`config.mk`:
```
export PLATFORM = sky130hd
export DESIGN_NAME = switches_debounce_leds
export DESIGN_NICKNAME = d
export VERILOG_FILES = /design/src/rtl/switches_debounce_leds.sv
export SDC_FILE = /design/constraint.sdc
export NUM_CORES = 1
export LEC_CHECK = 0
export ABC_AREA = 1
export ABC_CLOCK_PERIOD_IN_PS = 6900
export BUFFER_PORTS_ARGS = -buffer_cell sky130_fd_sc_hd__buf_2
export CAP_MARGIN = 20
export CORE_AREA = 10 10 140 142
export DETAILED_ROUTE_END_ITERATION = 8
export DIE_AREA = 0 0 150 152
export PLACE_DENSITY = 0.71
export SLEW_MARGIN = 20
export SYNTH_ARGS = -nofsm -noshare
export SYNTH_HDL_FRONTEND = slang
export SYNTH_SLANG_ARGS = --single-unit
export TNS_END_PERCENT = 20
```
`constraint.sdc`:
```
create_clock -name i_clk -period 6.9 [get_ports i_clk]
set_input_delay 1.38 -clock i_clk [delete_from_list [all_inputs] [get_ports i_clk]]
set_output_delay 1.38 -clock i_clk [all_outputs]
set_load 0.02 [all_outputs]
```
`src/rtl/switches_debounce_leds.sv`:
```
// N-channel switch front end: 2-flop sync, per-channel stability debounce, follow/toggle LED drive, rise/fall strobes.
// Latency: a clean input change reaches o_led/o_rise/o_fall DEBOUNCE_CYCLES+2 edges after it is first sampled; no backpressure.
module switches_debounce_leds #(
    parameter int N               = 7,
    parameter int DEBOUNCE_CYCLES = 250000
) (
    input  logic         i_clk,
    input  logic         i_rst,
    input  logic [N-1:0] i_switch,
    input  logic         i_mode,
    output logic [N-1:0] o_led,
    output logic [N-1:0] o_rise,
    output logic [N-1:0] o_fall
);
    localparam int            CW       = $clog2(DEBOUNCE_CYCLES + 1);
    localparam logic [CW-1:0] CNT_LAST = CW'(DEBOUNCE_CYCLES - 1);

    logic [N-1:0]  sync1_q, sync1_d;
    logic [N-1:0]  sync2_q, sync2_d;
    logic [N-1:0]  stable_q, stable_d;
    logic [N-1:0]  toggle_q, toggle_d;
    logic [N-1:0]  led_q, led_d;
    logic [N-1:0]  rise_q, rise_d;
    logic [N-1:0]  fall_q, fall_d;
    logic [N-1:0]  accept;
    logic [CW-1:0] cnt_q [N];
    logic [CW-1:0] cnt_d [N];

    always_comb begin
        sync1_d  = i_switch;
        sync2_d  = sync1_q;
        stable_d = stable_q;
        accept   = '0;
        for (int k = 0; k < N; k++) begin
            cnt_d[k] = '0;
            // Any sample that agrees with the stable level restarts the count.
            if (sync2_q[k] != stable_q[k]) begin
                if (cnt_q[k] == CNT_LAST) begin
                    accept[k]   = 1'b1;
                    stable_d[k] = sync2_q[k];
                end else begin
                    cnt_d[k] = cnt_q[k] + CW'(1);
                end
            end
        end
        rise_d   = accept & sync2_q;
        fall_d   = accept & ~sync2_q;
        // In follow mode the toggle register shadows the debounced level so a
        // switch into toggle mode starts from whatever the LED already shows.
        toggle_d = i_mode ? (toggle_q ^ rise_d) : stable_d;
        led_d    = i_mode ? toggle_d : stable_d;
    end

    always_ff @(posedge i_clk or posedge i_rst) begin
        if (i_rst) begin
            sync1_q  <= '0;
            sync2_q  <= '0;
            stable_q <= '0;
            toggle_q <= '0;
            led_q    <= '0;
            rise_q   <= '0;
            fall_q   <= '0;
            for (int k = 0; k < N; k++) begin
                cnt_q[k] <= '0;
            end
        end else begin
            sync1_q  <= sync1_d;
            sync2_q  <= sync2_d;
            stable_q <= stable_d;
            toggle_q <= toggle_d;
            led_q    <= led_d;
            rise_q   <= rise_d;
            fall_q   <= fall_d;
            for (int k = 0; k < N; k++) begin
                cnt_q[k] <= cnt_d[k];
            end
        end
    end

    assign o_led  = led_q;
    assign o_rise = rise_q;
    assign o_fall = fall_q;

endmodule
```
# == After elaboration in Yosys (flattened, before gate mapping) ==
# Cells that the tools add are included.
# totals
elab_cells,83
mem_bits_ro,0
mem_count,0
mem_bits_rw,0
latch_bits,0
ff_bits,175
# classes
mux,44
order_cmp,0
add_sub_neg,7
div,0
mul,0
shifts,0
reduce_logical,0
eq_ne,14
n_bitwise,4
# op_table
operator,n
$mux 18,14
$add 18x1->18 const B,7
$eq 18x18->1 const B,7
$mux 1,28
$and 7x7->7,2
$mux 7,2
$ne 1x1->1,7
$not 7->7,1
$xor 7x7->7,1

# == Logic depth before layout (Yosys ltp) ==
# depth
word_depth,7
mapped_depth,9
ltp_nobuf,9

# == Worst setup path before layout ==
# No wires, ideal clock.
# synth_timing
path_type,input to register
startpoint,input port i_mode
endpoint,register led_q[0] (netlist: o_led[0])
t_arrival_ns,1.753
path_slack_ns,5.030
required_ns,6.783
path_stages,4
path_cell_list,buf_2 -> inv_1 -> nand3_1 -> nand2_1
# synth_via
elab_chain_len,2
# synth_rtl
element,line_no,rtl
from (decl),10,"input logic i_mode,"
$mux 7,50,toggle_d = i_mode ? (toggle_q ^ rise_d) : stable_d;
$mux 7 (*),51,led_d = i_mode ? toggle_d : stable_d;
named net led_d[0],22,"logic [N-1:0] led_q, led_d;"
to (signal assigned),71,led_q <= led_d;
to (decl),22,
# The timed path passes the listed nets; every way through them passes the cells marked *.

# == Worst setup path in the final report ==
# layout_timing
startpoint,register led_q[3] (netlist: o_led[3])
endpoint,output port o_led[3]
# layout_lines
element,line_no,rtl
to (decl),11,"output logic [N-1:0] o_led,"
# No word-level cell between the ends.

==> impl_metrics.tcl <==
set metrics [dict create \
    cpLargestDelayFamily "flip-flops" \
    critical_path.slowest_cell "dfrtp_1" \
    rrSetupSlack_ns 5.16 \
    path_cells "buf_2" \
    hold_class "reg -> reg" \
    track_usage_pct 16.8 \
    end_kind "output port" \
    netlist_area_um2 9080 \
    synth_area_leaders "dfrtp_1 (46%), nor2_1 (10%), nand2_1 (9.1%)" \
    htree_num_levels 4 \
    finalPower_w 0.00200 \
    clock.fmax_mhz 413 \
    num_vias 7230 \
    path_clk_slew_ns 0.07 \
    drc 0 \
    final_hold_viol_count 0 \
    relSlewSlack_pct 50.2 \
    max_slew.worst_pin.slew_ns 0.747 \
    cts_root_buffer "clkbuf_16" \
    grt_pass1_vias 6925 \
    synth_fp_nets 1169 \
    gp_congestion 0.903 \
    antenna_found_initial 0 \
    clk_latency_ns 0.43 \
    nets 1212 \
    r2r-end "cnt_q[69]$_DFF_PP0_" \
    yosysSeqAreaShare_pct 46.3 \
    path_max_fanout 3 \
    yosysTopAreaCellShare_pct 46.3 \
    rows 48 \
    crit_path_start_kind "flip-flop" \
    syn_avg_cell_area_um2 7.88 \
    finalClockSkew_ns 0.0116 \
    portBuffers 30 \
    synth_common_cells "nor2_1 (245), nand2_1 (220), dfrtp_1 (168), inv_1 (115), nand3_1 (89)" \
    leakage_nw 4.39 \
    synth_edf_count 0 \
    synthFlopType "dfrtp_1" \
    syn2layout_area_growth_pct 10.6 \
    hpwl_um 13100 \
    synth_seq_cells 168 \
    die_w_um 150 \
    r2r-start "cnt_q[54]$_DFF_PP0_" \
    die_h_um 152 \
    p_per_area_nw_per_um2 199 \
    drive_gt1_share_pct 15.2 \
    yosysMostFrequentCell "nor2_1" \
    cp.required_ns 5.52 \
    clockBufferDepth 2 \
    drt_first_pass_iters 4 \
    cts.hold.buffers_added 0 \
    min_from "sync1_q[4]$_DFF_PP0_" \
    yosysWarnings 0 \
    max_stage_delay_ns 0.41 \
    yosys.area.top_type "dfrtp_1" \
    ys_types 33 \
    worstPathArrival_ns 1.04 \
    syn_inst 1152 \
    setup_ws_ns 4.48 \
    rsz0062_at_grt "no" \
    setup_tns_ns 0 \
    antenna_left 0 \
    grt_max_degree 112 \
    dp_slack_ns 3.83 \
    reg2regPathDepth 6 \
    io_pins 31 \
    wl_per_cell_um 12.8 \
    drv_cap 0 \
    finalCritPeriodShare_pct 35.1 \
    numCtsBuffers 17 \
    setup_viol 0 \
    coreArea_um2 16900 \
    postCtsSetupRepairBufs 0 \
    grt-ovfl-total 0 \
    outcome "complete, no violations" \
    endpoint "o_led[3]" \
    tritoncts "done" \
    layout_min_cycle_time_ns 2.42 \
    startpoint "o_led[3]$_DFF_PP0_" \
    clock-sinks 168 \
    initial_core_util_pct 53.6 \
    ir_drop_mv 0.173 \
    insertedDiodeCount 0 \
    grt_pass1_wl_um 32100 \
    crit_buf_inv 1 \
    drv_slew 0 \
    finalWirelength_um 18300 \
    viasPerCell 5.05 \
    critPathKind "reg -> out" \
    fp.dieArea_um2 22800 \
    drt_iter0_markers 404 \
    crit_cells 1 \
    cts_resized 0 \
    async_flop_share_pct 100 \
]
## where the power goes
part	internal (W)	switching (W)	leakage (nW)
Clock	0.000521	0.000398	0.278
Sequential	0.000999	0.0000132	2.30
Combinational	0.0000164	0.0000518	1.82
Total	0.00154	0.000463	4.39
## logic make-up (layout without fill, tap and decap cells)
kind of cell	Yosys count	count (layout)	share of synthesized area (%)
simple gates	739	739	38.3
flops	168	168	46.3
buf+inv	138	194	6.04
xor+xnor	61	61	5.89
compound gates	39	39	2.47
fa+ha+maj	7	7	0.965
## layout by cell type, fill, tap and decap left out, types with 15 or more instances in the layout
cell type	netlist	final
nor2_1	245	245
xor2_1	45	45
nor3_2	15	15
xnor2_1	16	16
nand4_1	20	20
buf_2	3	30
nor3_1	35	35
nand2_2	21	21
nand3_1	89	89
nand2_1	220	220
inv_2	15	15
nor2_2	46	46
clkbuf_16	0	17
dfrtp_1	168	168
inv_1	115	114
## metrics by stage
| stage | utilization (%) | cell area (um^2) | cells | hold WS, ns |
|---|---|---|---|---|
| after global routing | 59.3 | 10000 | 1433 | 0.356 |
| after CTS | 59.3 | 10000 | 1433 | 0.348 |
| after detailed placement | 55.9 | 9470 | 1401 | 0.336 |
| final | 59.3 | 10000 | 1433 | 0.345 |
| after global placement | 55.9 | 9470 | 1401 | 0.332 |
| after floorplan | - | 9080 | 1152 | 0.331 |
## registers in the layout, indices dropped and copies added (netlist names)
name	cells
cnt_q	126
o_fall	7
o_led	7
o_rise	7
stable_q	7
sync1_q	7
sync2_q	7
## per-layer routing
layer / global-route usage [%] / routed length [um] / vias up / share of wire [%]
met3: 2.97 / 426 / 17 / 2.3
met4: 5.83 / 275 / 0 / 1.5
met5: 0 / 0 / - / 0
li1: - / - / 3728 / -
met1: 22.2 / 8870 / 3417 / 48
met2: 27.0 / 8750 / 68 / 48
## area by class of cell
class | count | area (um^2)
clock inverters | 12 | 116
clock buffers | 20 | 457
well taps | 225 | 282
multi-input cells | 846 | 4330
repair buffers | 31 | 158
inverters | 131 | 499
fillers | 1541 | 6900
flip-flops and latches | 168 | 4200
## worst min path at each step
stage | to | cells after the start
final | sync2_q[4]$_DFF_PP0_ | 0
after global routing | sync2_q[4]$_DFF_PP0_ | 0
after CTS | sync2_q[4]$_DFF_PP0_ | 0
after detailed placement | sync2_q[4]$_DFF_PP0_ | 0
after global placement | sync2_q[5]$_DFF_PP0_ | 0
after floorplan | sync2_q[0]$_DFF_PP0_ | 0
No activity file was read; power rests on OpenSTA's default activity.
